<file path="src/rtl/zone_backlight_stat.sv">
// zone_backlight_stat: local-dimming statistics engine.
// Tiles the active image into ZONES_H x ZONES_V zones and reduces each zone to
// one gray value (max or mean of max(R,G,B)). One write per zone is emitted.
// Optional feature macro: ZONE_IIR_EN (per-zone temporal filter, +1 cycle latency).
module zone_backlight_stat #(
  parameter int DATA_W  = 8,
  parameter int GRAY_W  = 16,
  parameter int ZONES_H = 8,
  parameter int ZONES_V = 4,
  parameter int ZW_LOG2 = 7,
  parameter int ZH_LOG2 = 7,
  parameter int ADDR_W  = 10
) (
  input  logic              I_pix_clk,
  input  logic              I_rst_n,
  input  logic              I_vs,
  input  logic              I_de,
  input  logic [DATA_W-1:0] I_data_r,
  input  logic [DATA_W-1:0] I_data_g,
  input  logic [DATA_W-1:0] I_data_b,
  input  logic              I_mode,
  output logic              O_sdbp,
  output logic              O_wr_en,
  output logic [ADDR_W-1:0] O_wr_addr,
  output logic [GRAY_W-1:0] O_wr_data,
  output logic              O_frame_err,
  output logic              O_busy
);

  localparam int SUM_W  = DATA_W + ZW_LOG2 + ZH_LOG2;
  localparam int SHIFT  = ZW_LOG2 + ZH_LOG2;
  localparam int COLS   = ZONES_H << ZW_LOG2;
  localparam int LINES  = ZONES_V << ZH_LOG2;
  localparam int CW     = $clog2(COLS + 1);
  localparam int LW     = $clog2(LINES + 1);
  localparam int ZC_W   = (ZONES_H > 1) ? $clog2(ZONES_H) : 1;
  localparam int ZR_W   = (ZONES_V > 1) ? $clog2(ZONES_V) : 1;
  localparam int NZ_W   = $clog2(ZONES_H + 1);
  localparam int NZONES = ZONES_H * ZONES_V;

  typedef enum logic [1:0] {
    S_WAIT_VS = 2'd0,
    S_FRAME   = 2'd1,
    S_DONE    = 2'd2
  } state_t;

  // brightness of one pixel: largest colour component
  function automatic logic [DATA_W-1:0] max3(input logic [DATA_W-1:0] a,
                                             input logic [DATA_W-1:0] b,
                                             input logic [DATA_W-1:0] c);
    logic [DATA_W-1:0] m;
    m    = (a > b) ? a : b;
    max3 = (m > c) ? m : c;
  endfunction

  // replicate the DATA_W value MSB-first across GRAY_W bits (0x10 -> 0x1010)
  function automatic logic [GRAY_W-1:0] widen(input logic [DATA_W-1:0] v);
    for (int i = 0; i < GRAY_W; i++) begin
      widen[GRAY_W-1-i] = v[DATA_W-1-(i % DATA_W)];
    end
  endfunction

  state_t              state_r;
  logic                busy_r, mode_r, frame_err_r;
  logic                vs_d_r, de_d_r;
  logic [CW-1:0]       col_r;
  logic [LW-1:0]       line_r;
  logic [NZ_W-1:0]     next_zc_r;
  logic                flush_r;
  logic [ZC_W-1:0]     flush_zc_r;
  logic [ZR_W-1:0]     flush_zr_r;
  logic                s1_pix_r, s1_emit_r, s1_mode_r;
  logic [DATA_W-1:0]   s1_p_r;
  logic [ZC_W-1:0]     s1_zc_r;
  logic [ZR_W-1:0]     s1_zr_r;
  logic [SUM_W-1:0]    row_buf_r [ZONES_H];
  logic                wr_en_r, sdbp_r;
  logic [ADDR_W-1:0]   wr_addr_r;
  logic [GRAY_W-1:0]   wr_data_r;

  logic                vs_rise_s, de_fall_s, in_area_s, pix_ok_s;
  logic                last_px_s, last_line_s, last_addr_s, done_s;
  logic [ZC_W-1:0]     zc_s;
  logic [ZR_W-1:0]     zr_s;
  logic [SUM_W-1:0]    acc_old_s, acc_new_s, mean_s;
  logic [DATA_W-1:0]   gray8_s;
  logic [ADDR_W-1:0]   emit_addr_s;

  assign vs_rise_s   = I_vs & ~vs_d_r;
  assign de_fall_s   = ~I_de & de_d_r;
  assign in_area_s   = (col_r < CW'(COLS)) && (line_r < LW'(LINES));
  assign pix_ok_s    = (state_r == S_FRAME) && I_de && !vs_rise_s && in_area_s;
  assign zc_s        = ZC_W'(col_r >> ZW_LOG2);
  assign zr_s        = ZR_W'(line_r >> ZH_LOG2);
  assign last_px_s   = (&col_r[ZW_LOG2-1:0]) && (&line_r[ZH_LOG2-1:0]);
  assign last_line_s = (&line_r[ZH_LOG2-1:0]) && (line_r < LW'(LINES));
  assign acc_old_s   = row_buf_r[s1_zc_r];
  assign emit_addr_s = ADDR_W'(s1_zr_r) * ADDR_W'(ZONES_H) + ADDR_W'(s1_zc_r);
  assign last_addr_s = (emit_addr_s == ADDR_W'(NZONES - 1));

  // zone accumulator update and the DATA_W gray value it yields
  always_comb begin
    acc_new_s = acc_old_s;
    if (s1_pix_r) begin
      if (s1_mode_r) begin
        acc_new_s = acc_old_s + SUM_W'(s1_p_r);
      end else if (SUM_W'(s1_p_r) > acc_old_s) begin
        acc_new_s = SUM_W'(s1_p_r);
      end else begin
        acc_new_s = acc_old_s;
      end
    end else begin
      acc_new_s = acc_old_s;
    end
    mean_s = acc_new_s >> SHIFT;
    if (s1_mode_r) begin
      gray8_s = DATA_W'(mean_s);
    end else begin
      gray8_s = acc_new_s[DATA_W-1:0];
    end
  end

  // frame-level FSM: frame start, completion and premature-vsync detection
  always_ff @(posedge I_pix_clk) begin
    if (!I_rst_n) begin
      state_r     <= S_WAIT_VS;
      busy_r      <= 1'b0;
      mode_r      <= 1'b0;
      frame_err_r <= 1'b0;
    end else begin
      frame_err_r <= 1'b0;
      case (state_r)
        S_WAIT_VS, S_DONE: begin
          if (vs_rise_s) begin
            state_r <= S_FRAME;
            busy_r  <= 1'b1;
            mode_r  <= I_mode;
          end
        end
        S_FRAME: begin
          if (vs_rise_s) begin
            mode_r      <= I_mode;
            frame_err_r <= !done_s;
          end else if (done_s) begin
            state_r <= S_DONE;
            busy_r  <= 1'b0;
          end
        end
        default: begin
          state_r <= S_WAIT_VS;
          busy_r  <= 1'b0;
        end
      endcase
    end
  end

  // pixel/line counters and flush of zones left unfinished by a short last line
  always_ff @(posedge I_pix_clk) begin
    if (!I_rst_n) begin
      vs_d_r     <= 1'b0;
      de_d_r     <= 1'b0;
      col_r      <= '0;
      line_r     <= '0;
      next_zc_r  <= '0;
      flush_r    <= 1'b0;
      flush_zc_r <= '0;
      flush_zr_r <= '0;
    end else begin
      vs_d_r <= I_vs;
      de_d_r <= I_de;
      if (vs_rise_s) begin
        col_r     <= '0;
        line_r    <= '0;
        next_zc_r <= '0;
        flush_r   <= 1'b0;
      end else begin
        if (!I_de) begin
          col_r <= '0;
        end else if (col_r != CW'(COLS)) begin
          col_r <= col_r + CW'(1);
        end
        if (de_fall_s && (line_r != LW'(LINES))) begin
          line_r <= line_r + LW'(1);
        end
        if (pix_ok_s && last_px_s) begin
          next_zc_r <= NZ_W'(zc_s) + NZ_W'(1);
        end else if (de_fall_s && last_line_s && (state_r == S_FRAME)) begin
          next_zc_r <= '0;
          if (next_zc_r < NZ_W'(ZONES_H)) begin
            flush_r    <= 1'b1;
            flush_zc_r <= ZC_W'(next_zc_r);
            flush_zr_r <= zr_s;
          end
        end else if (flush_r) begin
          if (flush_zc_r == ZC_W'(ZONES_H - 1)) begin
            flush_r <= 1'b0;
          end else begin
            flush_zc_r <= flush_zc_r + ZC_W'(1);
          end
        end
      end
    end
  end

  // stage 1: register pixel brightness with its zone coordinates and emit flag
  always_ff @(posedge I_pix_clk) begin
    if (!I_rst_n) begin
      s1_pix_r  <= 1'b0;
      s1_emit_r <= 1'b0;
      s1_mode_r <= 1'b0;
      s1_p_r    <= '0;
      s1_zc_r   <= '0;
      s1_zr_r   <= '0;
    end else begin
      s1_mode_r <= mode_r;
      s1_p_r    <= max3(I_data_r, I_data_g, I_data_b);
      if (flush_r && !vs_rise_s) begin
        s1_pix_r  <= 1'b0;
        s1_emit_r <= 1'b1;
        s1_zc_r   <= flush_zc_r;
        s1_zr_r   <= flush_zr_r;
      end else begin
        s1_pix_r  <= pix_ok_s;
        s1_emit_r <= pix_ok_s && last_px_s;
        s1_zc_r   <= zc_s;
        s1_zr_r   <= zr_s;
      end
    end
  end

  // row buffer: one accumulator per zone column, cleared once the zone emits
  always_ff @(posedge I_pix_clk) begin
    if (!I_rst_n || vs_rise_s) begin
      for (int i = 0; i < ZONES_H; i++) begin
        row_buf_r[i] <= '0;
      end
    end else if (s1_emit_r) begin
      row_buf_r[s1_zc_r] <= '0;
    end else if (s1_pix_r) begin
      row_buf_r[s1_zc_r] <= acc_new_s;
    end
  end

`ifdef ZONE_IIR_EN
  localparam int HA_W = (NZONES > 1) ? $clog2(NZONES) : 1;

  logic                s2_en_r, s2_last_r;
  logic [ADDR_W-1:0]   s2_addr_r;
  logic [GRAY_W-1:0]   s2_gray_r;
  logic [GRAY_W-1:0]   hist_r [NZONES];
  logic [GRAY_W-1:0]   prev_s, filt_out_s;
  logic [GRAY_W+1:0]   filt_s;

  assign prev_s     = hist_r[s2_addr_r[HA_W-1:0]];
  assign filt_s     = ({2'b00, prev_s} << 1) + {2'b00, prev_s} + {2'b00, s2_gray_r};
  assign filt_out_s = GRAY_W'(filt_s >> 2);
  assign done_s     = s2_en_r && s2_last_r;

  // stage 2: hold the unfiltered zone value for the history lookup
  always_ff @(posedge I_pix_clk) begin
    if (!I_rst_n) begin
      s2_en_r   <= 1'b0;
      s2_last_r <= 1'b0;
      s2_addr_r <= '0;
      s2_gray_r <= '0;
    end else begin
      s2_en_r   <= s1_emit_r;
      s2_last_r <= s1_emit_r && last_addr_s && !vs_rise_s;
      s2_addr_r <= emit_addr_s;
      s2_gray_r <= widen(gray8_s);
    end
  end

  // stage 3: temporal filter, history write-back and registered write port
  always_ff @(posedge I_pix_clk) begin
    if (!I_rst_n) begin
      for (int i = 0; i < NZONES; i++) begin
        hist_r[i] <= '0;
      end
      wr_en_r   <= 1'b0;
      sdbp_r    <= 1'b0;
      wr_addr_r <= '0;
      wr_data_r <= '0;
    end else begin
      wr_en_r   <= s2_en_r;
      sdbp_r    <= s2_en_r && (s2_addr_r == '0);
      wr_addr_r <= s2_en_r ? s2_addr_r : '0;
      wr_data_r <= s2_en_r ? filt_out_s : '0;
      if (s2_en_r) begin
        hist_r[s2_addr_r[HA_W-1:0]] <= filt_out_s;
      end
    end
  end
`else
  assign done_s = s1_emit_r && last_addr_s;

  // stage 2: registered write port carrying the finished zone value
  always_ff @(posedge I_pix_clk) begin
    if (!I_rst_n) begin
      wr_en_r   <= 1'b0;
      sdbp_r    <= 1'b0;
      wr_addr_r <= '0;
      wr_data_r <= '0;
    end else begin
      wr_en_r   <= s1_emit_r;
      sdbp_r    <= s1_emit_r && (emit_addr_s == '0);
      wr_addr_r <= s1_emit_r ? emit_addr_s : '0;
      wr_data_r <= s1_emit_r ? widen(gray8_s) : '0;
    end
  end
`endif

  assign O_sdbp      = sdbp_r;
  assign O_wr_en     = wr_en_r;
  assign O_wr_addr   = wr_addr_r;
  assign O_wr_data   = wr_data_r;
  assign O_frame_err = frame_err_r;
  assign O_busy      = busy_r;

endmodule

</file>
<file path="config.mk">
export PLATFORM = sky130hd
export DESIGN_NAME = zone_backlight_stat
export DESIGN_NICKNAME = d
export VERILOG_FILES = /design/src/rtl/zone_backlight_stat.sv
export SDC_FILE = /design/constraint.sdc
export NUM_CORES = 1
export LEC_CHECK = 0
export BUFFER_PORTS_ARGS = -buffer_cell sky130_fd_sc_hd__buf_2
export CORE_MARGIN = 4
export CORE_UTILIZATION = 38
export DETAILED_ROUTE_END_ITERATION = 6
export HOLD_SLACK_MARGIN = 0.05
export PLACE_DENSITY = 0.62
export SLEW_MARGIN = 10
export SYNTH_ARGS = -nofsm -noshare
export SYNTH_HDL_FRONTEND = slang
export SYNTH_SLANG_ARGS = --single-unit
</file>
<file path="constraint.sdc">
create_clock -name I_pix_clk -period 7.1 [get_ports I_pix_clk]
set_input_delay 0.71 -clock I_pix_clk [delete_from_list [all_inputs] [get_ports I_pix_clk]]
set_output_delay 0.71 -clock I_pix_clk [all_outputs]
set_load 0.005 [all_outputs]
</file>
Word level (Yosys, flattened, before mapping)
Memories as Yosys holds them, arrays and structs flattened. A register that Yosys moved wholly into a read port is not among the register bits.
Index checks and enable logic that the tools add are counted.
{ "totals": {"ff_bits": 82, "ram_bits": 176, "inputBits": 29, "out_inout_bits": 30, "elab_cells": 131, "n_memories": 1} }
{ "memory_table": {"columns": ["name", "words", "word_bits", "read_ports", "rd_clocked_by_memory_dff", "wr", "line_no", "source"], "rows": [
  ["row_buf_r", 8, 22, 1, 1, 8, "76", "logic [SUM_W-1:0] row_buf_r [ZONES_H];"]
]} }
{ "classes": {"add_sub_neg": 6, "order_cmp": 6, "eq_ne": 11, "n_mux": 41, "bitwise_logic": 8, "n_reduce_logical": 36} }
{ "ops": {"columns": ["cell", "n"], "rows": [
  ["$mux 22", 5],
  ["$mux 8", 3],
  ["$add 22x8->22", 1],
  ["$gt 8x22->1", 1],
  ["$reduce_or 22->1", 1],
  ["$mux 3", 7],
  ["$mux 1", 18],
  ["$gt 8x8->1", 2],
  ["$reduce_and 7->1", 2],
  ["$logic_and 1x1->1", 13],
  ["$add 11x1->11 const B", 1],
  ["$lt 11x11->1 const B", 1],
  ["$ne 11x11->1 const B", 1],
  ["$add 10x1->10 const B", 1],
  ["$logic_not 10->1", 1],
  ["$lt 10x10->1 const B", 1],
  ["$ne 10x10->1 const B", 1],
  ["$mux 2", 4],
  ["$mux 4", 2],
  ["$ne 2x2->1 const B", 4],
  ["$add 5x3->6", 1],
  ["$eq 6x5->1 const B", 1],
  ["$reduce_and 2->1", 3],
  ["$reduce_and 3->1", 2],
  ["20 further kinds", 31]
]} }

Depth between registers and ports, before layout
Gate-level depths: netlist (run 1).
{ "logic_depth": {"word_depth": 8, "depth_mapped": 22, "mapped_depth_nobuf": 17} }

Worst setup path after synthesis (run 1)
Ideal clock, no wire load.
{ "synth_path": {"path_type": "reg-to-reg", "start": "register s1_zc_r[0]", "end": "memory row_buf_r[0][16] in the netlist's numbering (data pin)", "setup_ps": 262, "t_arrival_ps": 3821, "required_time_ps": 6838, "path_slack_ps": 3017, "path_stages_with_launch": 20, "path_buffers": 6, "period_less_slack_ps": 4083, "cell_sequence": "dfxtp_1 buf_2 buf_2 buf_2 buf_1 and3_1 a21oi_1 o22ai_1 inv_1 fa_1 o21bai_1 a21oi_1 and3_1 or2_2 clkbuf_1 nor3_1 xor2_1 or2_2 clkbuf_1 nor2_1"} }
{ "synth_rtl": {"columns": ["item", "line_no", "source"], "rows": [
  ["from (decl)", "74", "logic [ZC_W-1:0] s1_zc_r;"],
  ["from (signal assigned)", "220", "s1_zc_r <= flush_zc_r;"],
  ["from (signal assigned)", "225", "s1_zc_r <= zc_s;"],
  ["to (decl)", "76", null]
]} }

==> flow_summary.json, run 1 <==
{
  "status": "complete, no violations",
  "cp_max_fo": 31,
  "antenna_found_initial": 0,
  "synth_area_leaders": "edfxtp_1, dfxtp_1, nor2_1",
  "grt_usage": 0.189,
  "multi_input_area_mm2": 0.00544,
  "area_growth_pct": 11.4,
  "ios": 59,
  "viasPerCell": 5.50,
  "portBuffers": 53,
  "clockPowerShare": 0.422,
  "grt_pass1_wl_um": 53400,
  "design_area_mm2": 0.0141,
  "crit_chain": "inv_1 -> nor2_1 -> a22oi_1 -> o22ai_1 -> inv_1 -> ha_1 -> nand4_1 -> o311ai_1 -> nor3_2 -> and4_1 -> nand3_4 -> o32ai_2 -> nor3_1",
  "fillCellCount": 3127,
  "vias": 9059,
  "drv_slew": 0,
  "dp_hpwl_um": 23100,
  "p_sw_uw": 771,
  "start_kind": "flip-flop",
  "route.detailed.drc": 0,
  "yosysSeqAreaShare": 0.527,
  "p_per_area_mw_per_mm2": 233,
  "finalWirelength_um": 34500,
  "initial_utilization": 0.387,
  "synthFlopType": "edfxtp_1",
  "ctsResizeCount": 0,
  "p_seq_frac": 0.492,
  "dieArea_mm2": 0.0363,
  "final.setup.tns_ps": 0,
  "worstMarginPinSlew_ps": 1190,
  "cell_internal_pwr_uw": 2510,
  "layout.nets": 1255,
  "endpoint_kind": "flip-flop",
  "power_frac_comb": 0.086,
  "drive_gt1_frac": 0.140,
  "yosys.area.top_type": "edfxtp_1",
  "routabilityCongestion": 0.922,
  "synth.top_cell.area_share": 0.418,
  "clk_latency_ps": 540,
  "syn_area_mm2": 0.0126,
  "slowest_stage": "dfxtp_2",
  "ys_async_sr_fraction": 0,
  "setup.worst_path.class": "reg -> reg",
  "syn_avg_cell_area_um2": 11.0,
  "antenna_left": 0,
  "core_area_mm2": 0.0327,
  "tritoncts": "yes",
  "fp.dieH_um": 190,
  "clock-sinks": 245,
  "synth_cells": 1154,
  "drt_iter0_markers": 718,
  "yosysUniqueCellTypes": 87,
  "vdd.ir_drop.worst_mv": 0.189,
  "synth-edff-count": 176,
  "max-cap-violations": 0,
  "htree_levels": 1,
  "arrival_ps": 5380,
  "swShare": 0.235,
  "dr.pass1.iters": 5,
  "period_needed_ps": 5140,
  "yosysWarnings": 0,
  "fin_crit_sh": 0.723,
  "cts_buffers": 27,
  "fmax_mhz": 195,
  "critPathMostFrequentCell": "inv_1",
  "hold_class": "in -> reg",
  "cts_buffer_depth": 3,
  "cts_hold_buffers": 0,
  "grt_max_degree": 40,
  "critPathMaxStageDelay_ps": 880,
  "slew_headroom": 0.204,
  "cts-root-buf": "clkbuf_16",
  "ys_seq_elements": 245,
  "placed_area_mm2": 0.0132,
  "first_global_vias": 9019,
  "fp.dieW_um": 190,
  "power.leakage_uw": 0.00524,
  "ff_latch_area_mm2": 0.00667,
  "clock_skew_ps": 25.3,
  "globalRouteOverflowTotal": 0,
  "setup_violations": 0,
  "row_count": 66,
  "postCtsSetupBuffers": 0,
  "hold_viol": 0,
  "avgRoutedWirePerCell_um": 20.9,
  "n_antenna_cell": 0,
  "rsz0062_at_grt": "false",
  "crit_required_ps": 7350,
  "clk_pin_slew_ps": 60
}
## synthesized netlist by cell type, drive strengths merged, types with 3 or more instances
| library cell | instances |
|---|---|
| o211a | 3 |
| o21bai | 4 |
| mux2i | 32 |
| nor2 | 200 |
| a22oi | 6 |
| o32ai | 3 |
| clkbuf | 36 |
| nor3 | 41 |
| or2 | 7 |
| xor2 | 18 |
| mux2 | 20 |
| nand4 | 14 |
| buf | 34 |
| nand3 | 46 |
| nand3b | 3 |
| or3 | 10 |
| mux4 | 24 |
| edfxtp | 176 |
| o21ai | 20 |
| inv | 46 |
| nor3b | 11 |
| nor2b | 22 |
| nand2b | 8 |
| nand2 | 87 |
| o221ai | 5 |
| o22ai | 6 |
| o211ai | 5 |
| and2 | 12 |
| and3 | 12 |
| ha | 39 |
| a21o | 5 |
| a21boi | 6 |
| and4 | 5 |
| nand4b | 3 |
| dfxtp | 69 |
| a31oi | 6 |
| o2bb2ai | 4 |
| o21a | 5 |
| nor4 | 10 |
| a221oi | 9 |
| xnor2 | 16 |
| a21oi | 40 |
## metrics by stage
step / hold WS (ps) / utilization / cells / power, uW / worst slack (ps)
floorplan: 411 / - / 1158 / 1830 / 3020
global placement: 442 / 0.404 / 1599 / 1920 / 2050
detailed placement: 443 / 0.404 / 1599 / 1920 / 2040
CTS: 398 / 0.431 / 1648 / 3300 / 2050
global route: 433 / 0.431 / 1648 / 3390 / 1640
finish: 420 / 0.431 / 1648 / 3280 / 1960
## path summary, 6_finish.rpt
| path | startpoint | to | slack (ps) | cells after the start |
|---|---|---|---|---|
| worst max register to register | s1_zc_r[1] | row_buf_r[1][0] | 1960 | 13 |
| worst max-delay path | s1_zc_r[1] | row_buf_r[1][0] | 1960 | 13 |
| worst min-delay path | I_vs | vs_d_r | 420 | 2 |
| worst min register to register | mode_r | s1_mode_r | 450 | 1 |
## routing by layer
| metal | vias to the layer above | routed length [um] | GRT usage |
|---|---|---|---|
| li1 | 4236 | - | - |
| met1 | 4384 | 14500 | 0.248 |
| met2 | 353 | 16300 | 0.316 |
| met3 | 86 | 2290 | 0.0342 |
| met4 | 0 | 1370 | 0.0660 |
| met5 | - | 0 | 0 |
## state kept, by name, summed over array words and instances (netlist names), 3 cells and up
register,flops
O_wr_addr,5
O_wr_data,8
col_r,11
flush_zc_r,3
line_r,10
next_zc_r,4
row_buf_r,176
s1_p_r,8
s1_zc_r,3
## final cells by class
class                      count  area share
sequential                   245       0.473
tap                          442      0.0392
clock buffer                  37      0.0537
inverter                      47      0.0125
clock inverter                12     0.00817
timing repair buffer          69      0.0273
multi-input combinational    796       0.386
## critical path: cells and delay by family, from the launching register on
family                   cells  cell delay (ps)
AO/OA/AOI/OAI                4             1260
adder cells (fa/ha/maj)      1              390
buffers and inverters        2              410
AND/OR/NAND/NOR              6             1890
flip-flops                   1              880
## cells in the final DEF (no fill, tap or decap), types with 6 or more instances in the layout
| cell | count |
|---|---|
| a21boi_0 | 6 |
| a21oi_1 | 39 |
| a221oi_1 | 6 |
| a22oi_1 | 6 |
| a31oi_1 | 6 |
| and2_1 | 9 |
| and3_1 | 12 |
| buf_2 | 53 |
| buf_4 | 16 |
| clkbuf_16 | 27 |
| dfxtp_1 | 67 |
| edfxtp_1 | 176 |
| ha_1 | 39 |
| inv_1 | 44 |
| mux2_2 | 20 |
| mux2i_1 | 30 |
| mux4_1 | 15 |
| mux4_2 | 9 |
| nand2_1 | 86 |
| nand2b_1 | 8 |
| nand3_1 | 44 |
| nand4_1 | 14 |
| nor2_1 | 200 |
| nor2b_1 | 22 |
| nor3_1 | 40 |
| nor3b_1 | 11 |
| nor4_1 | 9 |
| o21ai_0 | 19 |
| o22ai_1 | 6 |
| or3_1 | 10 |
| xnor2_1 | 15 |
| xor2_1 | 18 |
## power by group through the flow
stage,clock network (uW),registers (uW),logic (uW)
after floorplan,0,1630,195
after global placement,0,1640,275
after detailed placement,0,1640,278
after CTS,1410,1610,279
after global routing,1470,1620,307
final,1380,1610,281
## logic make-up after synthesis
logic type | Yosys count | share of synthesized area
adders and majority gates | 40 | 0.0402
muxes | 76 | 0.0923
AOI/OAI and AO/OA | 144 | 0.0827
other | 1 | 0.000297
buffers and inverters | 117 | 0.0441
DFF | 245 | 0.527
and+or+nand+nor | 497 | 0.189
xor gates and xnor gates | 34 | 0.0241
(Power assumes the default switching activity.)
==> inputs of run 2 (changes only) <==
--- a/config.mk
+++ b/config.mk
@@ -5,6 +5,7 @@
 export SDC_FILE = /design/constraint.sdc
 export NUM_CORES = 1
 export LEC_CHECK = 0
+export ABC_AREA = 1
 export BUFFER_PORTS_ARGS = -buffer_cell sky130_fd_sc_hd__buf_2
 export CORE_MARGIN = 4
 export CORE_UTILIZATION = 38
==> constraint.sdc (replaced) <==
create_clock -name I_pix_clk -period 4.9 [get_ports I_pix_clk]
set_input_delay 0.49 -clock I_pix_clk [delete_from_list [all_inputs] [get_ports I_pix_clk]]
set_output_delay 0.49 -clock I_pix_clk [all_outputs]
set_load 0.005 [all_outputs]
==> flow_summary.json, run 2 <==
{
  "cts-root-buf": "clkbuf_16",
  "cts_hold_buffers": 0,
  "clock-sinks": 245,
  "fin_crit_sh": 0.914,
  "globalRouteOverflowTotal": 0,
  "endpoint_kind": "flip-flop",
  "largestRegisters": "row_buf_r x176, col_r x11, line_r x10",
  "clk_pin_slew_ps": 60,
  "drv_slew": 0,
  "placed_cells": 2004,
  "route.detailed.drc": 0,
  "syn_area_mm2": 0.0128,
  "hold_class": "in -> reg",
  "htree_levels": 1,
  "fin_util": 0.431,
  "grt-busiest-layer": "met2",
  "grt_util_met3": 0.0264,
  "n_antenna_cell": 0,
  "critPathMaxStageDelay_ps": 440,
  "p_per_area_mw_per_mm2": 336,
  "start_kind": "flip-flop",
  "synth_area_leaders": "edfxtp_1, nand2_1, dfxtp_1",
  "vias": 10300,
  "grt_usage": 0.190,
  "layout.nets": 1655,
  "worstMarginPinSlew_ps": 846,
  "cts_buffer_depth": 3,
  "ys_seq_elements": 245,
  "fillCellCount": 3275,
  "final.setup.tns_ps": 0,
  "dieArea_mm2": 0.0368,
  "cp_max_fo": 9,
  "critPathMostFrequentCell": "nand2_1",
  "synthAdderAreaFrac": 0.0396,
  "clk_latency_ps": 550,
  "synth-edff-count": 176,
  "synthSimpleGateAreaFrac": 0.270,
  "row_count": 67,
  "slew_headroom": 0.435,
  "setup_violations": 0,
  "fp.dieW_um": 192,
  "fmax_mhz": 223,
  "path_buf_inv": 2,
  "largest_reg_flops": 176,
  "max-cap-violations": 0,
  "max_flop_register": "row_buf_r",
  "slowest_stage": "dfxtp_1",
  "yosysUniqueCellTypes": 50,
  "portBuffers": 53,
  "initial_utilization": 0.383,
  "dp_hpwl_um": 23900,
  "yosysWarnings": 0,
  "grt_pass1_wl_um": 54600,
  "setup.worst_path.class": "reg -> reg",
  "rsz0062_at_grt": "false",
  "clock_skew_ps": 17.8,
  "stdcell_count": 2056,
  "layout_common_cells": "nand2_1, nor2_1, edfxtp_1",
  "crit_required_ps": 5170,
  "final_common_cell": "nand2_1",
  "arrival_ps": 4740,
  "grt.met1_usage": 0.254,
  "yosys.area.top_type": "edfxtp_1",
  "muxShareOfSynthArea": 0,
  "synth_compound_area_frac": 0.0796,
  "multi_input_area_mm2": 0.00506,
  "use_met2": 0.323,
  "fp.dieH_um": 192,
  "ctsResizeCount": 0,
  "cts_buffers": 28,
  "grt_max_degree": 63,
  "fin_hold_ws_ps": 149,
  "viasPerCell": 5.01,
  "drt_iter0_markers": 924,
  "period_needed_ps": 4480,
  "tritoncts": "yes",
  "synth_xor_area_frac": 0.00410,
  "routabilityCongestion": 0.890,
  "postCtsSetupBuffers": 0,
  "vdd.ir_drop.worst_mv": 0.278,
  "syn_avg_cell_area_um2": 8.35,
  "synthFlopType": "edfxtp_1",
  "ios": 59,
  "antenna_left": 0,
  "synth.top_cell.area_share": 0.412,
  "finalWirelength_um": 35300,
  "drive_gt1_frac": 0.118,
  "core_area_mm2": 0.0334,
  "yosysSeqAreaShare": 0.520,
  "status": "complete, no violations",
  "ys_async_sr_fraction": 0,
  "dr.pass1.iters": 5,
  "critical_path.top_delay_family": "simple AND/OR/NAND/NOR gates",
  "crit_chain": "nor2_2 -> nand2_1 -> clkinv_1 -> a22o_1 -> a221oi_1 -> nand2_1 -> ha_1 -> inv_1 -> fa_1 -> or2_2 -> nand2_1 -> o21ai_0 -> o21ai_0 -> nand2_1 -> nor2_1 -> a21oi_1 -> o21ai_1 -> nor2_1",
  "power.leakage_uw": 0.00617,
  "synth_top_family_by_area": "simple AND/OR/NAND/NOR gates",
  "post-synth-top-count-cell": "nand2_1",
  "antenna_found_initial": 0,
  "ff_latch_area_mm2": 0.00667,
  "avgRoutedWirePerCell_um": 17.2,
  "synth_cells": 1536,
  "hold_viol": 0,
  "synthTopCellsByCount": "nand2_1, nor2_1, edfxtp_1",
  "area_growth_pct": 12.5,
  "first_global_vias": 9877
}
==> run 2: cell types whose count changed in the layout (fill, tap and decap cells not counted), sizes merged, moves of 19 or more <==
cell,change
nor2,+75
mux4,-24
a21oi,+43
mux2,-20
mux2i,-32
nand2,+339
nand3,+19
inv,+137
nor2b,-22
nor3,-26
o21ai,+34
==> run 2: logic make-up (layout without fill, tap and decap cells) <==
| family | Yosys count | count (layout) |
|---|---|---|
| DFF | 245 | 245 |
| adders and majority gates | 40 | 40 |
| and+or+nand+nor | 813 | 813 |
| other | 1 | 5 |
| AOI/OAI and AO/OA | 177 | 177 |
| xor gates and xnor gates | 6 | 6 |
| buffers and inverters | 254 | 322 |
==> run 2: routing by layer <==
metal | routed length [um] | up-vias
li1 | - | 5065
met3 | 2210 | 47
met2 | 16800 | 331
met5 | 0 | -
met4 | 863 | 0
met1 | 15400 | 4862
==> run 2: tightest hold or removal path, stage by stage <==
cell and delay, ps:
buf_2 80, nand2_1 40, inv_1 40
==> run 2: layout make-up <==
cell class / count / share of cell area
Sequential cell: 245 / 0.462
Multi-Input combinational cell: 1041 / 0.351
Clock buffer: 33 / 0.0506
Inverter: 190 / 0.0500
Tap cell: 448 / 0.0388
Timing Repair Buffer: 80 / 0.0333
Clock inverter: 19 / 0.0144
==> run 2: stage by stage <==
step                power [uW]  area, um^2  worst slack [ps]
finish                    4850       14400               422
global route              5040       14400               124
CTS                       4880       14400               511
detailed placement        2780       13500               533
global placement          2770       13500               516
floorplan                 2650       12800              1390
==> run 2: power by group <==
part	switching (uW)	internal, uW
Combinational	270	124
Clock	837	1270
Sequential	37.2	2310
==> run 2: worst paths after layout <==
check | from | end | slack (ps) | cells past startpoint
hold reg to reg | mode_r | s1_mode_r | 430 | 2
setup reg to reg | s1_zc_r[1] | row_buf_r[6][10] | 420 | 18
setup / recovery | s1_zc_r[1] | row_buf_r[6][10] | 420 | 18
hold / removal | I_vs | vs_d_r | 150 | 3
==> inputs of run 3 (changes only) <==
--- a/config.mk
+++ b/config.mk
@@ -7,11 +7,13 @@
 export LEC_CHECK = 0
 export ABC_AREA = 1
 export BUFFER_PORTS_ARGS = -buffer_cell sky130_fd_sc_hd__buf_2
+export CELL_PAD_IN_SITES_DETAIL_PLACEMENT = 1
+export CELL_PAD_IN_SITES_GLOBAL_PLACEMENT = 2
 export CORE_MARGIN = 4
 export CORE_UTILIZATION = 38
 export DETAILED_ROUTE_END_ITERATION = 6
-export HOLD_SLACK_MARGIN = 0.05
-export PLACE_DENSITY = 0.62
+export HOLD_SLACK_MARGIN = 0.15
+export PLACE_DENSITY = 0.88
 export SLEW_MARGIN = 10
 export SYNTH_ARGS = -nofsm -noshare
 export SYNTH_HDL_FRONTEND = slang
==> flow_summary.json, run 3 (same netlist as run 2, synthesis figures left out) <==
{
  "globalRouteOverflowTotal": 0,
  "route.detailed.drc": 0,
  "cts_buffers": 27,
  "crit_required_ps": 5160,
  "status": "complete, no violations",
  "vias": 10500,
  "max-cap-violations": 0,
  "portBuffers": 53,
  "clock_skew_ps": 28.8,
  "dieArea_mm2": 0.0368,
  "clk_latency_ps": 540,
  "row_count": 67,
  "first_global_vias": 10900,
  "fmax_mhz": 220,
  "pre_cts_ws_ps": 326,
  "vdd.ir_drop.worst_mv": 0.247,
  "worstMarginPinSlew_ps": 916,
  "clk_pin_slew_ps": 60,
  "htree_levels": 1,
  "period_needed_ps": 4540,
  "cp_max_fo": 62,
  "antenna_left": 0,
  "grt_usage": 0.210,
  "finalWirelength_um": 38700,
  "p_sw_uw": 1140,
  "setup_slack_ps": 357,
  "postCtsSetupBuffers": 0,
  "avgRoutedWirePerCell_um": 18.8,
  "start_kind": "flip-flop",
  "grt_max_degree": 63,
  "hold_viol": 0,
  "dr.pass1.iters": 5,
  "rsz0062_at_grt": "false",
  "cts_buffer_depth": 3,
  "antenna_found_initial": 0,
  "p_per_area_mw_per_mm2": 329,
  "dp_hpwl_um": 27100,
  "fp.dieW_um": 192,
  "tritoncts": "yes",
  "fillCellCount": 4006,
  "drt_iter0_markers": 720,
  "setup.worst_path.class": "reg -> reg",
  "ios": 59,
  "routabilityCongestion": 0.856,
  "swShare": 0.241,
  "stdcell_count": 2061,
  "arrival_ps": 4800,
  "layout.nets": 1661,
  "drv_slew": 0,
  "p_seq_frac": 0.495,
  "setup_violations": 0,
  "cell_internal_pwr_uw": 3590,
  "fin_hold_ws_ps": 192,
  "max_flop_register": "row_buf_r",
  "cts-root-buf": "clkbuf_16",
  "largestRegisters": "row_buf_r x176, col_r x11, line_r x10",
  "initial_utilization": 0.383,
  "power.leakage_uw": 0.00617,
  "final_common_cell": "nand2_1",
  "clockPowerShare": 0.421,
  "fin_crit_sh": 0.927,
  "layout_common_cells": "nand2_1, nor2_1, edfxtp_1",
  "placed_cells": 2010,
  "largest_reg_flops": 176,
  "clock-sinks": 245,
  "power_frac_comb": 0.085,
  "slew_headroom": 0.385,
  "area_growth_pct": 12.4,
  "core_area_mm2": 0.0334,
  "viasPerCell": 5.10,
  "final.setup.tns_ps": 0,
  "fp.dieH_um": 192,
  "n_antenna_cell": 0,
  "hold_class": "in -> reg",
  "drive_gt1_frac": 0.118,
  "endpoint_kind": "flip-flop",
  "grt_pass1_wl_um": 60600
}
-- run 3: changes by cell type in the layout (fill, tap and decap cells not counted), moves of 2 or more --
cell | previous run | this run
clkinvlp_2 | 0 | 2
clkinv_1 | 11 | 14
clkinv_2 | 6 | 2
buf_4 | 26 | 31
-- run 3: power groups by stage --
stage	clock (uW)	sequential, uW	combinational (uW)
CTS	2020	2340	404
detailed placement	0	2390	401
floorplan	0	2370	273
global route	2120	2350	455
finish	1990	2340	401
global placement	0	2380	393
-- run 3: layout make-up --
class                      instances  area, um^2  share of cell area
sequential                       245        6670               0.462
multi-input combinational       1041        5060               0.351
inverter                         190         722              0.0501
clock buffer                      32         694              0.0482
tap                              448         561              0.0389
timing repair buffer              87         548              0.0380
clock inverter                    18         164              0.0114
-- run 3: stage by stage --
step	utilization	area, um^2	power, uW
floorplan	-	12800	2650
global placement	0.405	13600	2780
detailed placement	0.405	13600	2790
CTS	0.431	14400	4770
global route	0.431	14400	4920
finish	0.431	14400	4740
-- run 3: layer usage --
metal / track usage / vias to the layer above / wire (um)
met5: 0 / - / 0
met4: 0.0412 / 0 / 639
met3: 0.0282 / 47 / 1960
met2: 0.362 / 242 / 18700
met1: 0.286 / 5140 / 17400
li1: - / 5080 / -
-- run 3: worst paths after layout --
check        startpoint          endpoint  slack (ps)  cells past startpoint
max          s1_zc_r[0]  row_buf_r[7][10]         360                     17
min                I_de            de_d_r         190                      3
max reg2reg  s1_zc_r[0]  row_buf_r[7][10]         360                     17
min reg2reg      mode_r         s1_mode_r         430                      2
-- run 3: worst max-delay path, cell delays in order, from the launching register on --
cell and delay [ps]:
dfxtp_2 590, inv_8 250, nor2_1 270, buf_4 220, a22o_1 200, a221oi_1 70, nand2_1 150, inv_1 100
fa_1 410, or2_2 300, nand2_1 60, o21ai_0 130, o21ai_0 350, nand2_1 230, nor2_1 260, a21oi_1 90
o21ai_1 440, nor2_1 120
-- run 3: what timing repair did --
item                                   CTS  global route
hold buffers                             1             0
endpoints found under the hold margin    1             0
resized for setup                        0             0
